--- config.mk ---
export PLATFORM = sky130hd
export DESIGN_NAME = data_bus_sequencer
export DESIGN_NICKNAME = d
export VERILOG_FILES = /design/src/rtl/data_bus_sequencer.sv
export SDC_FILE = /design/constraint.sdc
export NUM_CORES = 1
export LEC_CHECK = 0
export CAP_MARGIN = 20
export CORE_MARGIN = 2
export CORE_UTILIZATION = 40
export CTS_CLUSTER_SIZE = 8
export DETAILED_ROUTE_END_ITERATION = 8
export PLACE_DENSITY_LB_ADDON = 0.2
export SLEW_MARGIN = 20
export SYNTH_ARGS = -nofsm -noshare
export SYNTH_HDL_FRONTEND = slang
export SYNTH_SLANG_ARGS = --single-unit
--- constraint.sdc ---
create_clock -name clk -period 3.4 [get_ports clk]
set_clock_uncertainty 0.1 [all_clocks]
set_input_delay 0.68 -clock clk [delete_from_list [all_inputs] [get_ports clk]]
set_output_delay 0.68 -clock clk [all_outputs]
set_load 0.01 [all_outputs]
--- src/rtl/data_bus_sequencer.sv ---
// data_bus_sequencer
//   Break-before-make sequencer for the relay-computer data bus. A request
//   names one source and a mask of destinations; the block walks
//   IDLE -> SELECT -> LOAD -> HOLD -> RELEASE -> IDLE, driving one source
//   enable and pulsing the destination load enables in the middle of the
//   drive window. Bad requests take IDLE -> ERROR -> IDLE with an err pulse.
//
// Ports
//   clk, rst_n     clock, synchronous active-low reset
//   req_valid/     request handshake; accepted when both high on an edge
//   req_ready
//   req_src        source code 0..8 (A,B,C,D,M1,M2,X,Y,MEM); 9..15 invalid
//   req_dst        13-bit destination mask (A..Y, J1, J2, INST, MEM, CCR)
//   bus_data       live bus value, sampled at the end of the last LOAD cycle
//   drive_en       one-hot source drive enable (bit = source code)
//   load_en        destination load enables (same order as req_dst)
//   xfer_data      last captured bus value
//   done / err     one-cycle completion / rejection pulses
module data_bus_sequencer #(
  parameter int DATA_BUS_WIDTH = 8,
  parameter int SETTLE_CYCLES  = 2,
  parameter int LOAD_CYCLES    = 1,
  parameter int HOLD_CYCLES    = 1
) (
  input  logic                      clk,
  input  logic                      rst_n,
  input  logic                      req_valid,
  output logic                      req_ready,
  input  logic [3:0]                req_src,
  input  logic [12:0]               req_dst,
  input  logic [DATA_BUS_WIDTH-1:0] bus_data,
  output logic [8:0]                drive_en,
  output logic [12:0]               load_en,
  output logic [DATA_BUS_WIDTH-1:0] xfer_data,
  output logic                      done,
  output logic                      err
);

  localparam int MAXP = (SETTLE_CYCLES > LOAD_CYCLES)
                      ? ((SETTLE_CYCLES > HOLD_CYCLES) ? SETTLE_CYCLES : HOLD_CYCLES)
                      : ((LOAD_CYCLES > HOLD_CYCLES) ? LOAD_CYCLES : HOLD_CYCLES);
  localparam int CW = $clog2(MAXP) + 1;

  localparam logic [CW-1:0] SETTLE_RL = CW'(SETTLE_CYCLES - 1);
  localparam logic [CW-1:0] LOAD_RL   = CW'(LOAD_CYCLES - 1);
  localparam logic [CW-1:0] HOLD_RL   = CW'(HOLD_CYCLES - 1);

  typedef enum logic [2:0] {
    IDLE, SELECT, LOAD, HOLD, RELEASE, ERROR
  } state_t;

  state_t                    r_state, w_state_nxt;
  logic [CW-1:0]             r_cnt, w_cnt_nxt;
  logic [3:0]                r_src;
  logic [12:0]               r_dst;
  logic [DATA_BUS_WIDTH-1:0] r_xfer;
  logic                      w_accept, w_capture, w_reject;
  logic [12:0]               w_self;

  // Destination bit that aliases the source's own register. MEM is source 8
  // but destination bit 11, so it needs its own case.
  always_comb begin
    w_self = '0;
    if (req_src < 4'd8)       w_self = 13'd1 << req_src;
    else if (req_src == 4'd8) w_self = 13'h0800;
  end

  assign w_reject = (req_src > 4'd8) || (req_dst == '0) || ((req_dst & w_self) != '0);

  // Next state: each timed phase reloads the shared down-counter with
  // (length - 1) on entry and leaves when it reaches zero.
  always_comb begin
    w_state_nxt = r_state;
    w_cnt_nxt   = r_cnt;
    w_accept    = 1'b0;
    w_capture   = 1'b0;
    case (r_state)
      IDLE: if (req_valid) begin
        w_accept = 1'b1;
        if (w_reject) w_state_nxt = ERROR;
        else begin
          w_state_nxt = SELECT;
          w_cnt_nxt   = SETTLE_RL;
        end
      end
      SELECT: if (r_cnt == '0) begin
        w_state_nxt = LOAD;
        w_cnt_nxt   = LOAD_RL;
      end else w_cnt_nxt = r_cnt - 1'b1;
      LOAD: if (r_cnt == '0) begin
        w_capture   = 1'b1;
        w_state_nxt = HOLD;
        w_cnt_nxt   = HOLD_RL;
      end else w_cnt_nxt = r_cnt - 1'b1;
      HOLD: if (r_cnt == '0) w_state_nxt = RELEASE;
            else w_cnt_nxt = r_cnt - 1'b1;
      RELEASE: w_state_nxt = IDLE;
      ERROR:   w_state_nxt = IDLE;
      default: w_state_nxt = IDLE;
    endcase
  end

  always_ff @(posedge clk) begin
    if (!rst_n) begin
      r_state <= IDLE;
      r_cnt   <= '0;
      r_src   <= '0;
      r_dst   <= '0;
      r_xfer  <= '0;
    end else begin
      r_state <= w_state_nxt;
      r_cnt   <= w_cnt_nxt;
      if (w_accept) begin
        r_src <= req_src;
        r_dst <= req_dst;
      end
      if (w_capture) r_xfer <= bus_data;
    end
  end

  // Outputs depend only on state and latched request, so req_* never reaches
  // the enables combinationally. drive_en is a shift of a single bit, which
  // keeps it one-hot; it is only enabled in the three drive phases.
  always_comb begin
    drive_en  = '0;
    load_en   = '0;
    if (r_state == SELECT || r_state == LOAD || r_state == HOLD)
      drive_en = 9'd1 << r_src;
    if (r_state == LOAD) load_en = r_dst;
    done      = (r_state == RELEASE);
    err       = (r_state == ERROR);
    req_ready = (r_state == IDLE);
    xfer_data = r_xfer;
  end

endmodule
==> results.py <==
metrics = {
    "run_status": {
        "status": "finished clean",
    },
    "finish": {
        "nNetsFinal": 302,
        "drive_gt1_frac": 0.06618,
        "antenna_cells": 0,
        "final_core_util": 0.6330,
        "area_delta_synth_final_pct": 48.78,
    },
    "synth": {
        "synth-edff-count": 0,
        "synth_cells": 212,
        "synthArstFlopShare": 0,
        "synth_most_common_cell": "nand2_1",
        "synthFlopType": "dfxtp_1",
        "synth_top_area_frac": 0.3771,
        "synth.avg_cell_area_sq_um": 7.513,
        "synth_cell_type_count": 35,
        "ys_seq_area_frac": 0.3771,
        "synth_nets": 243,
        "synth_warnings": 0,
        "synthTopCellsByCount": "62 x nand2_1, 30 x dfxtp_1, 24 x a21oi_1",
        "synth.area.top_cells": "dfxtp_1 38%, nand2_1 15%, a21oi_1 7.5%, and2_1 6.3%, nor2_1 2.6%",
        "synth_seq_cells": 30,
        "synth_largest_area_cell": "dfxtp_1",
        "synth_area_sq_mm": 0.001593,
    },
    "timing": {
        "final_max_slew_viol_count": 0,
        "rsz0062_at_grt": "false",
        "worst_pin_slew_ns": 0.5757,
        "slew_headroom": 0.6153,
        "finalCriticalPeriod_ns": 2.978,
        "fin_tns_setup_ns": 0,
        "fmax_mhz": 335.8,
        "finalHoldViolCount": 0,
        "fin_crit_sh": 0.8760,
        "setup_viol": 0,
    },
    "setup_path": {
        "worst-setup-path-type": "flip-flop to primary output",
        "startpoint": "r_state[1]",
        "r2r-start": "r_cnt[0]",
        "crit_slowest_cell": "dfxtp_1",
        "start_kind": "flip-flop",
        "cp_cell_sequence": "nor2_1 > nor3_1 > nand2b_1 > nor3b_1 > clkdlybuf4s50_1",
        "crit_path_end_kind": "primary output",
        "critPathMaxFanout": 13,
        "crit_required_ns": 2.62,
        "max_stage_delay_ns": 0.61,
        "arrival_ns": 2.20,
        "rrSetupSlack_ns": 1.48,
    },
    "placement": {
        "gp_congestion": 0.8317,
        "dpl.hpwl_mm": 2.895,
        "port_buffers": 60,
    },
    "grt": {
        "grt_pass1_wl_mm": 6.706,
        "grt_max_degree": 23,
        "grt_usage": 0.1989,
        "antenna_found_initial": 0,
        "first_global_vias": 1493,
        "grt_overflow_total": 0,
    },
    "drt": {
        "wl_per_cell_microns": 12.65,
        "drt-initial-drc-count": 104,
        "dr.pass1.iters": 4,
        "drt-vias-per-instance": 5.056,
        "drtAntennaViolNets": 0,
        "drc": 0,
        "routed_wl_mm": 4.047,
        "vias": 1618,
    },
    "die": {
        "pin_count": 61,
        "die_h_microns": 67.10,
        "die-width_microns": 67.10,
        "initial_utilization": 0.4255,
        "coreArea_sq_mm": 0.003744,
        "die_area_sq_mm": 0.004502,
        "fp-row-count": 22,
    },
    "power": {
        "p_per_area_mw_per_mm2": 600.4,
        "pwr-share-clk": 0.316,
        "swShare": 0.3279,
        "leakage_uw": 0.0008614,
        "power_frac_comb": 0.342,
        "power.total_uw": 1423,
        "ir_drop_mv": 0.3402,
        "p_seq_frac": 0.342,
        "p_int_uw": 956.3,
        "p_switching_uw": 466.6,
    },
    "cts": {
        "cts_tree": "yes",
        "cts_max_path_buffers": 2,
        "clock_sinks": 30,
        "cts_root_buf": "clkbuf_8",
        "clk_pin_slew_ns": 0.07,
        "cts_setup_buffers": 0,
        "post_cts_resized": 0,
        "clock_latency_ns": 0.28,
        "cts_hold_buffers": 0,
        "numCtsBuffers": 5,
        "h-tree-depth": 2,
    },
    "flow_run": {
        "cap_violations": 0,
    },
    "hold_path": {
        "min_from": "r_dst[7]",
        "hp-class": "flip-flop to flip-flop",
    },
}
[routing by layer]
metal	vias to the layer above	part of all wire	global-route usage
li1	832	-	-
met1	742	0.46	0.2353
met2	39	0.47	0.3416
met3	5	0.051	0.05236
met4	0	0.013	0.07653
met5	-	0	0
[final cells by class]
type	instances	area (sq um)
multi-input cells	166	924.6
well taps	48	60.06
fillers	353	1374
clock inverters	2	60.06
clock buffers	6	82.58
flip-flops and latches	30	600.6
inverters	5	18.77
repair buffers	63	623.1
[power groups by stage]
stage	Clock (uW)	Sequential, uW	Combinational (uW)
global route	474	500	543
detailed placement	0	491	486
floorplan	0	462	327
finish	450	487	486
CTS	456	486	490
global placement	0	490	484
[per-stage QoR]
step | hold slack, ns | std cells | instance area [sq um] | setup slack, ns
finish | 0.3511 | 320 | 2370 | 0.4217
CTS | 0.3520 | 320 | 2370 | 0.4375
detailed placement | 0.3433 | 312 | 2227 | 0.6523
global route | 0.3703 | 320 | 2370 | 0.2278
global placement | 0.3379 | 312 | 2227 | 0.6735
floorplan | 0.3317 | 212 | 1593 | 1.362
[cell families after synthesis]
family / Yosys count / share of synthesized area
buffers and inverters: 16 / 0.04242
muxes: 5 / 0.03771
xor gates and xnor gates: 1 / 0.005500
adders and majority gates: 3 / 0.02357
and+or+nand+nor: 116 / 0.3433
DFF: 30 / 0.3771
AOI/OAI and AO/OA: 41 / 0.1705
[sequential cells by signal, summed over array words and instances, names as in the netlist]
| signal | flops |
|---|---|
| r_dst | 13 |
| xfer_data | 8 |
| r_src | 4 |
| r_state | 3 |
| r_cnt | 2 |
[placed cells by master, fill, tap and decap left out, types with 2 or more instances in the layout]
cell type         n
o211ai_1          2
mux2i_1           3
nand3_1           2
mux2_4            2
ha_1              3
a21oi_1          24
nor3b_1           4
dfxtp_1          30
nand2b_1          4
bufinv_16         2
buf_4             3
clkbuf_8          6
a21boi_0          4
nor4_1            3
nor3_1            7
nand4_1           2
nor2_1           11
nand2_1          62
clkdlybuf4s50_1  60
and2_1           16
o22ai_1           2
inv_1             5
[worst paths after layout]
path | end | cells past startpoint
worst max register to register | r_cnt[0] | 7
worst max-delay path | drive_en[8] | 5
worst min-delay path | r_dst[7] | 2
worst min register to register | r_dst[7] | 2
[critical path: cells and delay by family, from the launching register on]
family	cells	cell delay [ns]
and+or+nand+nor	4	0.75
buffers and inverters	1	0.56
DFF	1	0.61
Power figures use the tool's default switching activity.
